==> config.mk <==
export PLATFORM = sky130hd
export DESIGN_NAME = lbuf_pingpong_ctrl_flat
export DESIGN_NICKNAME = d
export VERILOG_FILES = /design/src/rtl/lbuf_pingpong_ctrl_if.sv /design/src/rtl/lbuf_pingpong_ctrl.sv /design/src/flat_wrapper.sv
export SDC_FILE = /design/constraint.sdc
export NUM_CORES = 1
export LEC_CHECK = 0
export ABC_CLOCK_PERIOD_IN_PS = 1450
export CORE_ASPECT_RATIO = 1.75
export CORE_UTILIZATION = 35
export DETAILED_ROUTE_END_ITERATION = 8
export PLACE_DENSITY = 0.82
export SLEW_MARGIN = 40
export SYNTH_ARGS = -nofsm -noshare
export SYNTH_HDL_FRONTEND = slang
export SYNTH_SLANG_ARGS = --single-unit
==> constraint.sdc <==
create_clock -name clk_i -period 1.45 [get_ports clk_i]
set_clock_uncertainty 0.15 [all_clocks]
set_input_delay 0.145 -clock clk_i [delete_from_list [all_inputs] [get_ports clk_i]]
set_output_delay 0.145 -clock clk_i [all_outputs]
set_load 0.05 [all_outputs]
==> src/rtl/lbuf_pingpong_ctrl_if.sv <==
// lbuf_pingpong_ctrl_if: sprite-engine, video-scan and line-buffer RAM signals of the ping-pong controller
//   master: controller view (drives sp_ack/sp_ovf, vid_pix, bank, both RAM port controls)
//   slave : environment view (sprite engine, video timing, RAM)
interface lbuf_pingpong_ctrl_if #(
    parameter int XW = 9,
    parameter int DW = 8
);
    logic          hstart;
    logic          sp_req;
    logic [XW-1:0] sp_x;
    logic [DW-1:0] sp_pix;
    logic          sp_ack;
    logic          sp_ovf;
    logic          vid_en;
    logic [XW-1:0] vid_x;
    logic [DW-1:0] vid_pix;
    logic          bank;
    logic [XW:0]   lb0_ad;
    logic          lb0_wr;
    logic [DW-1:0] lb0_di;
    logic [XW:0]   lb1_ad;
    logic          lb1_wr;
    logic [DW-1:0] lb1_di;
    logic [DW-1:0] lb1_do;
    modport master (
        input  hstart, sp_req, sp_x, sp_pix, vid_en, vid_x, lb1_do,
        output sp_ack, sp_ovf, vid_pix, bank, lb0_ad, lb0_wr, lb0_di, lb1_ad, lb1_wr, lb1_di
    );
    modport slave (
        output hstart, sp_req, sp_x, sp_pix, vid_en, vid_x, lb1_do,
        input  sp_ack, sp_ovf, vid_pix, bank, lb0_ad, lb0_wr, lb0_di, lb1_ad, lb1_wr, lb1_di
    );
endinterface

==> src/rtl/lbuf_pingpong_ctrl.sv <==
// lbuf_pingpong_ctrl: ping-pong sequencer for a two-half sprite line buffer
//   clk_i : clock, all logic on posedge
//   rst_i : synchronous active-high reset
//   bus   : sprite write handshake, video scan, line-buffer RAM ports (master modport)
module lbuf_pingpong_ctrl #(
    parameter int            XW     = 9,
    parameter int            DW     = 8,
    parameter logic [DW-1:0] TRANSP = '0
) (
    input logic                  clk_i,
    input logic                  rst_i,
    lbuf_pingpong_ctrl_if.master bus
);
    localparam logic [0:0] IDLE  = 1'b0;
    localparam logic [0:0] WRITE = 1'b1;

    logic [0:0]    state_q, state_d;
    logic          bank_q, bank_d;
    logic          ack_q, ack_d;
    logic          ovf_q, ovf_d;
    logic [XW:0]   ad0_q, ad0_d;
    logic          wr0_q, wr0_d;
    logic [DW-1:0] di0_q, di0_d;
    logic [XW:0]   ad1_q, ad1_d;
    logic          wr1_q, wr1_d;
    logic          v2_q, v2_d;
    logic [DW-1:0] pix_q, pix_d;

    always_comb begin
        state_d = state_q == WRITE ? IDLE : state_q;
        bank_d  = bank_q ^ bus.hstart;
        ack_d   = 1'b0;
        ovf_d   = bus.hstart ? 1'b0 : ovf_q;
        ad0_d   = ad0_q;
        wr0_d   = 1'b0;
        di0_d   = di0_q;
        // Every ack passes through WRITE so the requester gets one cycle to present its next pixel.
        if (state_q == IDLE && bus.sp_req) begin
            state_d = WRITE;
            ack_d   = 1'b1;
            if (bus.hstart) begin
                ovf_d = 1'b1;
            end else begin
                ad0_d = {bank_q, bus.sp_x};
                di0_d = bus.sp_pix;
                wr0_d = bus.sp_pix != TRANSP;
            end
        end
        // Scan half is captured at sample time, so a read stays in its half across a swap.
        ad1_d = {~bank_q, bus.vid_x};
        wr1_d = bus.vid_en;
        v2_d  = wr1_q;
        pix_d = v2_q ? bus.lb1_do : TRANSP;
    end

    always_ff @(posedge clk_i) begin
        if (rst_i) begin
            state_q <= IDLE;
            bank_q  <= 1'b0;
            ack_q   <= 1'b0;
            ovf_q   <= 1'b0;
            ad0_q   <= '0;
            wr0_q   <= 1'b0;
            di0_q   <= TRANSP;
            ad1_q   <= '0;
            wr1_q   <= 1'b0;
            v2_q    <= 1'b0;
            pix_q   <= TRANSP;
        end else begin
            state_q <= state_d;
            bank_q  <= bank_d;
            ack_q   <= ack_d;
            ovf_q   <= ovf_d;
            ad0_q   <= ad0_d;
            wr0_q   <= wr0_d;
            di0_q   <= di0_d;
            ad1_q   <= ad1_d;
            wr1_q   <= wr1_d;
            v2_q    <= v2_d;
            pix_q   <= pix_d;
        end
    end

    assign bus.sp_ack  = ack_q;
    assign bus.sp_ovf  = ovf_q;
    assign bus.bank    = bank_q;
    assign bus.lb0_ad  = ad0_q;
    assign bus.lb0_wr  = wr0_q;
    assign bus.lb0_di  = di0_q;
    assign bus.lb1_ad  = ad1_q;
    assign bus.lb1_wr  = wr1_q;
    assign bus.lb1_di  = TRANSP;
    assign bus.vid_pix = pix_q;
endmodule

==> src/flat_wrapper.sv <==
// flat-port wrapper written by rule: the top's interface ports become plain ports
module lbuf_pingpong_ctrl_flat 
#(
    parameter int            XW     = 9,
    parameter int            DW     = 8,
    parameter logic [DW-1:0] TRANSP = '0
)
  (clk_i, rst_i, bus_hstart, bus_sp_req, bus_sp_x, bus_sp_pix, bus_vid_en, bus_vid_x, bus_lb1_do, bus_sp_ack, bus_sp_ovf, bus_vid_pix, bus_bank, bus_lb0_ad, bus_lb0_wr, bus_lb0_di, bus_lb1_ad, bus_lb1_wr, bus_lb1_di);
  lbuf_pingpong_ctrl_if #(.XW(XW), .DW(DW)) bus_i ();
  input logic clk_i;
  input logic rst_i;
  input wire logic [$bits(bus_i.hstart)-1:0] bus_hstart;
  input wire logic [$bits(bus_i.sp_req)-1:0] bus_sp_req;
  input wire logic [$bits(bus_i.sp_x)-1:0] bus_sp_x;
  input wire logic [$bits(bus_i.sp_pix)-1:0] bus_sp_pix;
  input wire logic [$bits(bus_i.vid_en)-1:0] bus_vid_en;
  input wire logic [$bits(bus_i.vid_x)-1:0] bus_vid_x;
  input wire logic [$bits(bus_i.lb1_do)-1:0] bus_lb1_do;
  output wire logic [$bits(bus_i.sp_ack)-1:0] bus_sp_ack;
  output wire logic [$bits(bus_i.sp_ovf)-1:0] bus_sp_ovf;
  output wire logic [$bits(bus_i.vid_pix)-1:0] bus_vid_pix;
  output wire logic [$bits(bus_i.bank)-1:0] bus_bank;
  output wire logic [$bits(bus_i.lb0_ad)-1:0] bus_lb0_ad;
  output wire logic [$bits(bus_i.lb0_wr)-1:0] bus_lb0_wr;
  output wire logic [$bits(bus_i.lb0_di)-1:0] bus_lb0_di;
  output wire logic [$bits(bus_i.lb1_ad)-1:0] bus_lb1_ad;
  output wire logic [$bits(bus_i.lb1_wr)-1:0] bus_lb1_wr;
  output wire logic [$bits(bus_i.lb1_di)-1:0] bus_lb1_di;
  assign bus_i.hstart = bus_hstart;
  assign bus_i.sp_req = bus_sp_req;
  assign bus_i.sp_x = bus_sp_x;
  assign bus_i.sp_pix = bus_sp_pix;
  assign bus_i.vid_en = bus_vid_en;
  assign bus_i.vid_x = bus_vid_x;
  assign bus_i.lb1_do = bus_lb1_do;
  assign bus_sp_ack = bus_i.sp_ack;
  assign bus_sp_ovf = bus_i.sp_ovf;
  assign bus_vid_pix = bus_i.vid_pix;
  assign bus_bank = bus_i.bank;
  assign bus_lb0_ad = bus_i.lb0_ad;
  assign bus_lb0_wr = bus_i.lb0_wr;
  assign bus_lb0_di = bus_i.lb0_di;
  assign bus_lb1_ad = bus_i.lb1_ad;
  assign bus_lb1_wr = bus_i.lb1_wr;
  assign bus_lb1_di = bus_i.lb1_di;
  lbuf_pingpong_ctrl #(.XW(XW), .DW(DW), .TRANSP(TRANSP)) u_core (.clk_i(clk_i), .rst_i(rst_i), .bus(bus_i));
endmodule
======== Word-level counts from Yosys, hierarchy flattened ========
Cells that the tools add are included.
cells by class
  $lt $le $gt $ge ......................... 0
  shifts and indexed selects .............. 0
  reduce and logical (&&, ||, !) cells .... 5
  bitwise gates (word level) .............. 6
  add/sub/neg operators ................... 0
  multiplexer cells ....................... 4
  div/mod/pow operators ................... 0
  eq/ne operators ......................... 0
  multiply operators ...................... 0
operator list
  kind                 number
  8-bit nonzero test   1
  1-bit inverter       5
  1-bit two-way mux    4
  3-bit OR reduction   1
  2-bit AND reduction  1
  2-bit OR reduction   1
  1-bit logical AND    1
  1-bit bitwise XOR    1
word-level totals
  output and inout port bits .............. 49
  word-level logic and storage cells ...... 25
  bits in latches ......................... 0
  memories ................................ 0
  bits of input ports ..................... 39
  register bits ........................... 42
  memory bits (read-only) ................. 0
  RAM bits ................................ 0

======== Logic depth before layout (Yosys ltp) ========
Gate-level depths: netlist of run 1.
  word-level depth ........................ 4
  depth in mapped cells ................... 4
  gate-level depth less buffers ........... 2

======== Worst setup path before layout of run 1 ========
OpenSTA, ideal clock, no wires.
  kind .................................... register -> register
  start point ............................. reg u_core.state_q
  end point ............................... reg u_core.ad0_q[6] (netlist: u_core.bus.lb0_ad[6])
  stages on the path, launching flop included .. 5
  required time ........................... 1182 ps
  setup slack ............................. 15 ps
  library setup time ...................... 118 ps
  arrival ................................. 1166 ps
  clock period less this slack ............ 1435 ps
  path through ............................ dfxtp_1 nor3b_2 buf_6 buf_12 mux2i_1
on the way
  word-level cells in the longest chain between the ends .. 3
ends and longest elaborated chain
  element                        RTL line                  source
  start: declaration             lbuf_pingpong_ctrl.sv:17  logic [0:0] state_q, state_d;
  start signal: assignment       lbuf_pingpong_ctrl.sv:70  state_q <= state_d;
  1-bit inverter                 lbuf_pingpong_ctrl.sv:38  if (state_q == IDLE && bus.sp_req) begin
  1-bit logical AND              lbuf_pingpong_ctrl.sv:38
  2-bit AND reduction (no line)  --
  end signal: assignment         lbuf_pingpong_ctrl.sv:62  ad0_q <= '0;
  end signal: assignment         lbuf_pingpong_ctrl.sv:74  ad0_q <= ad0_d;
  end: declaration               lbuf_pingpong_ctrl.sv:21  logic [XW:0] ad0_q, ad0_d;
Every way passes these cells.
A chain may end at the register's enable or synchronous reset.

======== Worst setup path after layout of run 1 ========
  start point ............................. reg u_core.state_q
  end point ............................... reg u_core.ad0_q[1] (netlist: u_core.bus.lb0_ad[1])
The elaborated chain is that of the path after synthesis.

==> results of run 1 <==
-- cell families (layout without fill, tap and decap cells) --
family | Yosys count | in the layout
mux | 18 | 18
compound gates | 2 | 2
other cells | 1 | 8
flops | 42 | 42
xor+xnor | 1 | 1
simple gates | 65 | 65
buf+inv | 15 | 95
-- layer usage --
layer,routed length [um],up-vias,track usage [%]
li1,-,613,-
met1,1270,573,16.2
met2,2280,45,33.3
met3,170,5,4.55
met4,70,0,8.55
met5,0,-,0
-- report_power, final --
| part | internal [mW] | switching, mW | total, mW |
|---|---|---|---|
| sequential | 1.21 | 0.0557 | 1.26 |
| combinational | 0.356 | 0.328 | 0.685 |
| clock | 0.323 | 0.376 | 0.699 |
-- worst max path at each step --
stage                    from                    to  cells past startpoint  slack [ns]
6_report       u_core.state_q  u_core.bus.lb0_ad[1]                      3        0.14
3_3_place_gp       bus_sp_req  u_core.bus.lb0_ad[1]                      4       -0.05
5_1_grt        u_core.state_q  u_core.bus.lb0_ad[8]                      3        0.08
2_1_floorplan  u_core.state_q  u_core.bus.lb0_ad[6]                      4        0.02
4_1_cts        u_core.state_q  u_core.bus.lb0_di[4]                      3        0.13
3_5_place_dp       bus_sp_req  u_core.bus.lb0_ad[5]                      4       -0.14
-- sequential cells by signal, summed over array words and instances, names as in the netlist, named ones only --
register / count
u_core.bus.lb0_wr: 1
u_core.state_q: 1
u_core.bus.bank: 1
u_core.v2_q: 1
u_core.bus.lb1_ad: 10
u_core.bus.lb0_di: 8
u_core.bus.vid_pix: 8
u_core.bus.lb0_ad: 10
u_core.bus.lb1_wr: 1
-- stage by stage --
stage	setup slack (ns)	area [sq um]	util (%)	setup TNS (ns)	hold WS [ns]
CTS	0.126	2910	68.9	0	0.240
finish	0.137	2910	68.9	0	0.252
detailed placement	-0.141	2830	67.0	-2.64	0.347
floorplan	0.0153	1590	-	0	0.117
global route	0.0773	2910	68.9	0	0.242
global placement	-0.0475	2830	67.0	-0.789	0.338
-- worst max-delay path, delay by kind of cell, from the launching register on --
family	cells	cell delay, ns
flip-flops	1	0.40
AND/OR/NAND/NOR	1	0.25
multiplexers	1	0.22
buffers and inverters	1	0.21
-- cells in the final DEF, fill, tap and decap left out --
cell type        synthesis  final
dfxtp_1                 42     42
buf_12                   1     42
clkdlybuf4s50_1          0     38
nand2b_1                37     37
mux2i_1                 18     18
nor2b_1                 12     12
and2_1                   8      8
conb_1                   1      8
buf_4                    8      8
clkbuf_8                 0      5
nor2_1                   2      2
nor4_1                   2      2
a21oi_1                  2      2
clkinv_2                 0      2
nor3b_4                  0      1
or4b_1                   1      1
nand3b_1                 1      1
xnor2_1                  1      1
nor3b_1                  1      1
-- layout make-up --
cell class	instances	area (sq um)	share of cell area [%]
clock inverter	2	10.0	0.344
sequential	42	841	28.9
multi-input combinational	94	649	22.3
tap	49	61.3	2.11
clock buffer	5	68.8	2.36
timing repair buffer	88	1280	44.0
==> flow_summary_export.csv, run 1 <==
group,metric,value,unit
critical_path,r2r-start,"u_core.state_q",
global_route,grt.overflow.total,0,
route,num_vias,1236,
clock_network,cts_root_buf,"clkbuf_8",
power_and_ir_drop,power.total,2.65,mW
route,drtIter0Drc,12,
clock_network,cts.sinks,42,
synth,yosys.area.top_type,"dfxtp_1",
route,drt.antenna.violating_nets,0,
floorplanning,coreArea,0.00423,sq mm
clock_network,clock_latency,0.29,ns
synth,synth_area_leaders,"dfxtp_1 (54%), nand2b_1 (15%), mux2i_1 (11%)",
synth,synth_edf_count,0,
route,post_drt_wl_per_cell,13.6,um
timing,period_minus_slack,1.31,ns
critical_path,slowest_delay,0.40,ns
critical_path,r2r_end,"u_core.bus.lb0_ad[1]",
finish,nFillCells,318,
synth,synth-compound-area-share,0.638,%
global_route,antenna_found_initial,0,
critical_path,crit_fanout,18,
critical_path,slowest_stage,"dfxtp_1",
clock_network,clk_pin_slew_worst_paths,0.07,ns
place,dp.cells,273,
route,routed_wl,3800,um
place,dp_hpwl,3110,um
synth,syn-cell-area,0.00157,sq mm
timing,setup_viol,0,
floorplanning,die_h,90.5,um
critical_path,cp.arrival,1.37,ns
clock_network,post-cts-setup-buffer-count,0,
synth,synth-seq-area-share,53.6,%
timing,fmax,762,MHz
synth,synth_simple_gate_area_share,26.4,%
timing,period_share,90.5,%
finish,final_cells,280,
critical_path,critical_path_class,"reg -> reg",
finish,final_nets,270,
synth,synthDistinctLibCells,18,
synth,synth.avg_cell_area,10.9,sq um
synth,netlist_top_cells_count,"dfxtp_1 (42), nand2b_1 (37), mux2i_1 (18), nor2b_1 (12)",
floorplanning,ios,88,
global_route,grt_max_degree,25,
timing,finalMaxSlewViolations,0,
critical_path,crit_path_start_kind,"register",
place,finalWeightedCongestion,0.739,
finish,syn2layout_area_growth,85.7,%
clock_network,cts_resized,0,
synth,synth_top_family_by_area,"simple AND/OR/NAND/NOR gates",
synth,yosys_warnings,0,
flow_run,cap_violations,0,
synth,synth_top_cell_area_share,53.6,%
floorplanning,initial_utilization,37.1,%
clock_network,cts_buffer_depth,2,
critical_path,crit_path_cell_trace,"nor3b_4 -> buf_12 -> mux2i_1",
place,io_buffers,79,
global_route,track_usage,17.7,%
power_and_ir_drop,max-vdd-ir-drop,768,uV
synth,synth_fa_ha_area_share,0,%
clock_network,cts_htree_levels,2,
synth,ys_seq_elements,42,
global_route,grt_pass1_wl,6010,um
synth,syn-instance-count,144,
route,routed_via_density,4.41,
timing,finalHoldViolCount,0,
finish,diodes,0,
finish,drive_gt1_share,25.1,%
status,status,"completed",
floorplanning,die_area,0.00476,sq mm
synth,synth_mux_area_share,11.5,%
critical_path,cp.required,1.51,ns
clock_network,cts_tree,"done",
min_path,hold_class,"in -> reg",
clock_network,cts_hold_buffers,0,
min_path,min_from,"bus_vid_x[8]",
min_path,min_path_cells,2,
synth,yosys.cell_count.top_type,"dfxtp_1",
global_route,grt_pass1_vias,1266,
min_path,worstHoldEndpoint,"u_core.bus.lb1_ad[8]",
clock_network,numCtsBuffers,5,
route,drt_drc_violations_left,0,
synth,synthArstFlopShare,0,%
synth,synth-xor-area-share,0.559,%
critical_path,r2r.worst_path.cells,3,
power_and_ir_drop,powerDensity,909,mW/mm^2
critical_path,cp-end-kind,"register",
route,firstDrtPassIters,4,
floorplanning,num_rows,31,
floorplanning,die_x,52.6,um
critical_path,reg2reg_setup_slack,0.14,ns
synth,ys_dominant_reg_cell,"dfxtp_1",
timing,rsz0062_at_grt,"false",
power_and_ir_drop,leakage,1.16,nW
(Power assumes the default switching activity.)
==> run 2, diff against run 1 <==
--- a/config.mk
+++ b/config.mk
@@ -8,6 +8,7 @@
 export ABC_CLOCK_PERIOD_IN_PS = 1450
 export CORE_ASPECT_RATIO = 1.75
 export CORE_UTILIZATION = 35
+export CTS_CLUSTER_SIZE = 30
 export DETAILED_ROUTE_END_ITERATION = 8
 export PLACE_DENSITY = 0.82
 export SLEW_MARGIN = 40
==> results of run 2 <==
No change in the layout: final DEF, timing and power equal those of run 1.
==> run 3, diff against run 2 <==
--- a/config.mk
+++ b/config.mk
@@ -8,9 +8,9 @@
 export ABC_CLOCK_PERIOD_IN_PS = 1450
 export CORE_ASPECT_RATIO = 1.75
 export CORE_UTILIZATION = 35
-export CTS_CLUSTER_SIZE = 30
 export DETAILED_ROUTE_END_ITERATION = 8
 export PLACE_DENSITY = 0.82
+export SETUP_SLACK_MARGIN = 0.05
 export SLEW_MARGIN = 40
 export SYNTH_ARGS = -nofsm -noshare
 export SYNTH_HDL_FRONTEND = slang
==> run 3 against run 2 <==
Sequential share of layout area fell by 0.28 points; first-iteration DRC count fell by 50%; register-to-register slack improved by 0.10 ns.
==> flow_summary_export.csv, run 3 (synthesis results as in run 1) <==
group,metric,value,unit
finish,final_cell_mix,"buf_12 (42), dfxtp_1 (41), clkdlybuf4s50_1 (38)",
power_and_ir_drop,internal_power,2.08,mW
global_route,grt.overflow.total,0,
route,drtIter0Drc,6,
clock_network,cts_tree,"done",
global_route,track_usage,17.1,%
global_route,antenna_found_initial,0,
power_and_ir_drop,p_sw,0.770,mW
timing,timing.final.ws_setup,0.221,ns
flow_run,cap_violations,0,
power_and_ir_drop,leakage,1.17,nW
place,io_buffers,79,
place,place_ws,-0.0861,ns
power_and_ir_drop,max-vdd-ir-drop,1160,uV
clock_network,cts.sinks,42,
route,firstDrtPassIters,3,
critical_path,r2r.worst_path.cells,3,
floorplanning,num_rows,31,
floorplanning,die_x,52.6,um
power_and_ir_drop,combPwrFrac,24.0,%
timing,finalMaxSlewViolations,0,
timing,rsz0062_at_grt,"false",
min_path,min_path_cells,2,
status,status,"completed",
critical_path,reg2reg_setup_slack,0.24,ns
clock_network,numCtsBuffers,5,
floorplanning,initial_utilization,37.1,%
power_and_ir_drop,sw_frac_of_total,27.0,%
global_route,grt_max_degree,41,
critical_path,cp.required,1.53,ns
clock_network,cts_root_buf,"clkbuf_8",
critical_path,r2r-start,"u_core.state_q",
route,num_vias,1234,
route,post_drt_wl_per_cell,12.7,um
clock_network,clock_latency,0.29,ns
route,routed_via_density,4.39,
power_and_ir_drop,pwr-share-clk,31.7,%
power_and_ir_drop,powerDensity,967,mW/mm^2
critical_path,crit_path_start_kind,"primary input",
timing,period_minus_slack,1.23,ns
critical_path,critical_path_class,"in -> reg",
finish,final_cells,281,
critical_path,cp.arrival,1.31,ns
finish,syn2layout_area_growth,87.8,%
floorplanning,ios,88,
critical_path,crit_path_start,"bus_hstart",
timing,period_share,84.8,%
place,dp.cells,273,
clock_network,cts_htree_levels,2,
critical_path,cp-end-kind,"register",
clock_network,clk_pin_slew_worst_paths,0.08,ns
finish,drive_gt1_share,25.4,%
clock_network,post-cts-setup-buffer-count,0,
floorplanning,coreArea,0.00423,sq mm
global_route,grt_pass1_wl,5820,um
finish,diodes,0,
route,drt_drc_violations_left,0,
place,finalWeightedCongestion,0.711,
timing,fmax,813,MHz
clock_network,cts_buffer_depth,2,
critical_path,crit_end,"u_core.bus.lb0_wr",
critical_path,crit_fanout,3,
place,dp_hpwl,2800,um
floorplanning,die_h,90.5,um
route,routed_wl,3570,um
route,drt.antenna.violating_nets,0,
global_route,grt_pass1_vias,1266,
timing,fin_setup_tns,0,ns
finish,final_nets,270,
clock_network,cts_resized,0,
timing,setup_viol,0,
min_path,hold_class,"in -> reg",
floorplanning,die_area,0.00476,sq mm
power_and_ir_drop,power_frac_seq,44.3,%
finish,layout_commonest_cell,"buf_12",
critical_path,r2r_end,"u_core.bus.lb0_ad[6]",
clock_network,cts_hold_buffers,0,
timing,finalHoldViolCount,0,
-- run 3: cell count changes in the layout (fill, tap and decap cells not counted), sizes merged --
cell / before / now
clkinv: 2 / 0
clkinvlp: 0 / 1
bufinv: 0 / 1
clkbuf: 5 / 6
-- run 3: worst min path at each step --
stage | slack [ns] | endpoint | startpoint
3_5_place_dp | 0.35 | u_core.state_q | u_core.state_q
6_report | 0.24 | u_core.bus.lb1_ad[4] | bus_vid_x[4]
3_3_place_gp | 0.34 | u_core.v2_q | u_core.bus.lb1_wr
2_1_floorplan | 0.12 | u_core.bus.vid_pix[0] | bus_lb1_do[0]
5_1_grt | 0.23 | u_core.bus.lb1_ad[5] | bus_vid_x[5]
4_1_cts | 0.23 | u_core.bus.lb1_ad[3] | bus_vid_x[3]
-- run 3: per-layer routing --
layer  vias up  track usage [%]  share of wire, %
met3        11             5.39               5.1
met5         -                0                 0
met4         0             12.5               5.5
met2        50             28.7                55
met1       558             16.6                35
li1        615                -                 -
-- run 3: power by group through the flow --
stage	Clock, mW	Sequential [mW]	Combinational (mW)
after floorplan	0	1.44	0.172
after global placement	0	1.29	0.679
after detailed placement	0	1.29	0.687
after CTS	0.940	1.26	0.689
after global routing	0.992	1.27	0.714
final	0.903	1.26	0.682
-- run 3: cell type report --
cell class | instances | area (sq um)
fillers | 309 | 1280
repair buffers | 88 | 1280
flip-flops and latches | 42 | 842
multi-input cells | 94 | 649
clock buffers | 6 | 72.6
well taps | 49 | 61.3
clock inverters | 2 | 37.5
-- run 3: critical path: stages --
cell and delay, ns:
clkdlybuf4s50_1 0.47, or4b_1 0.56, a21oi_1 0.13
-- run 3: metrics by stage --
step / power (mW) / instance area, sq um / util (%) / hold WS, ns
finish: 2.85 / 2940 / 69.6 / 0.240
global route: 2.97 / 2940 / 69.6 / 0.230
CTS: 2.89 / 2940 / 69.6 / 0.227
detailed placement: 1.98 / 2830 / 67.0 / 0.346
global placement: 1.97 / 2830 / 67.0 / 0.338
floorplan: 1.61 / 1600 / - / 0.117
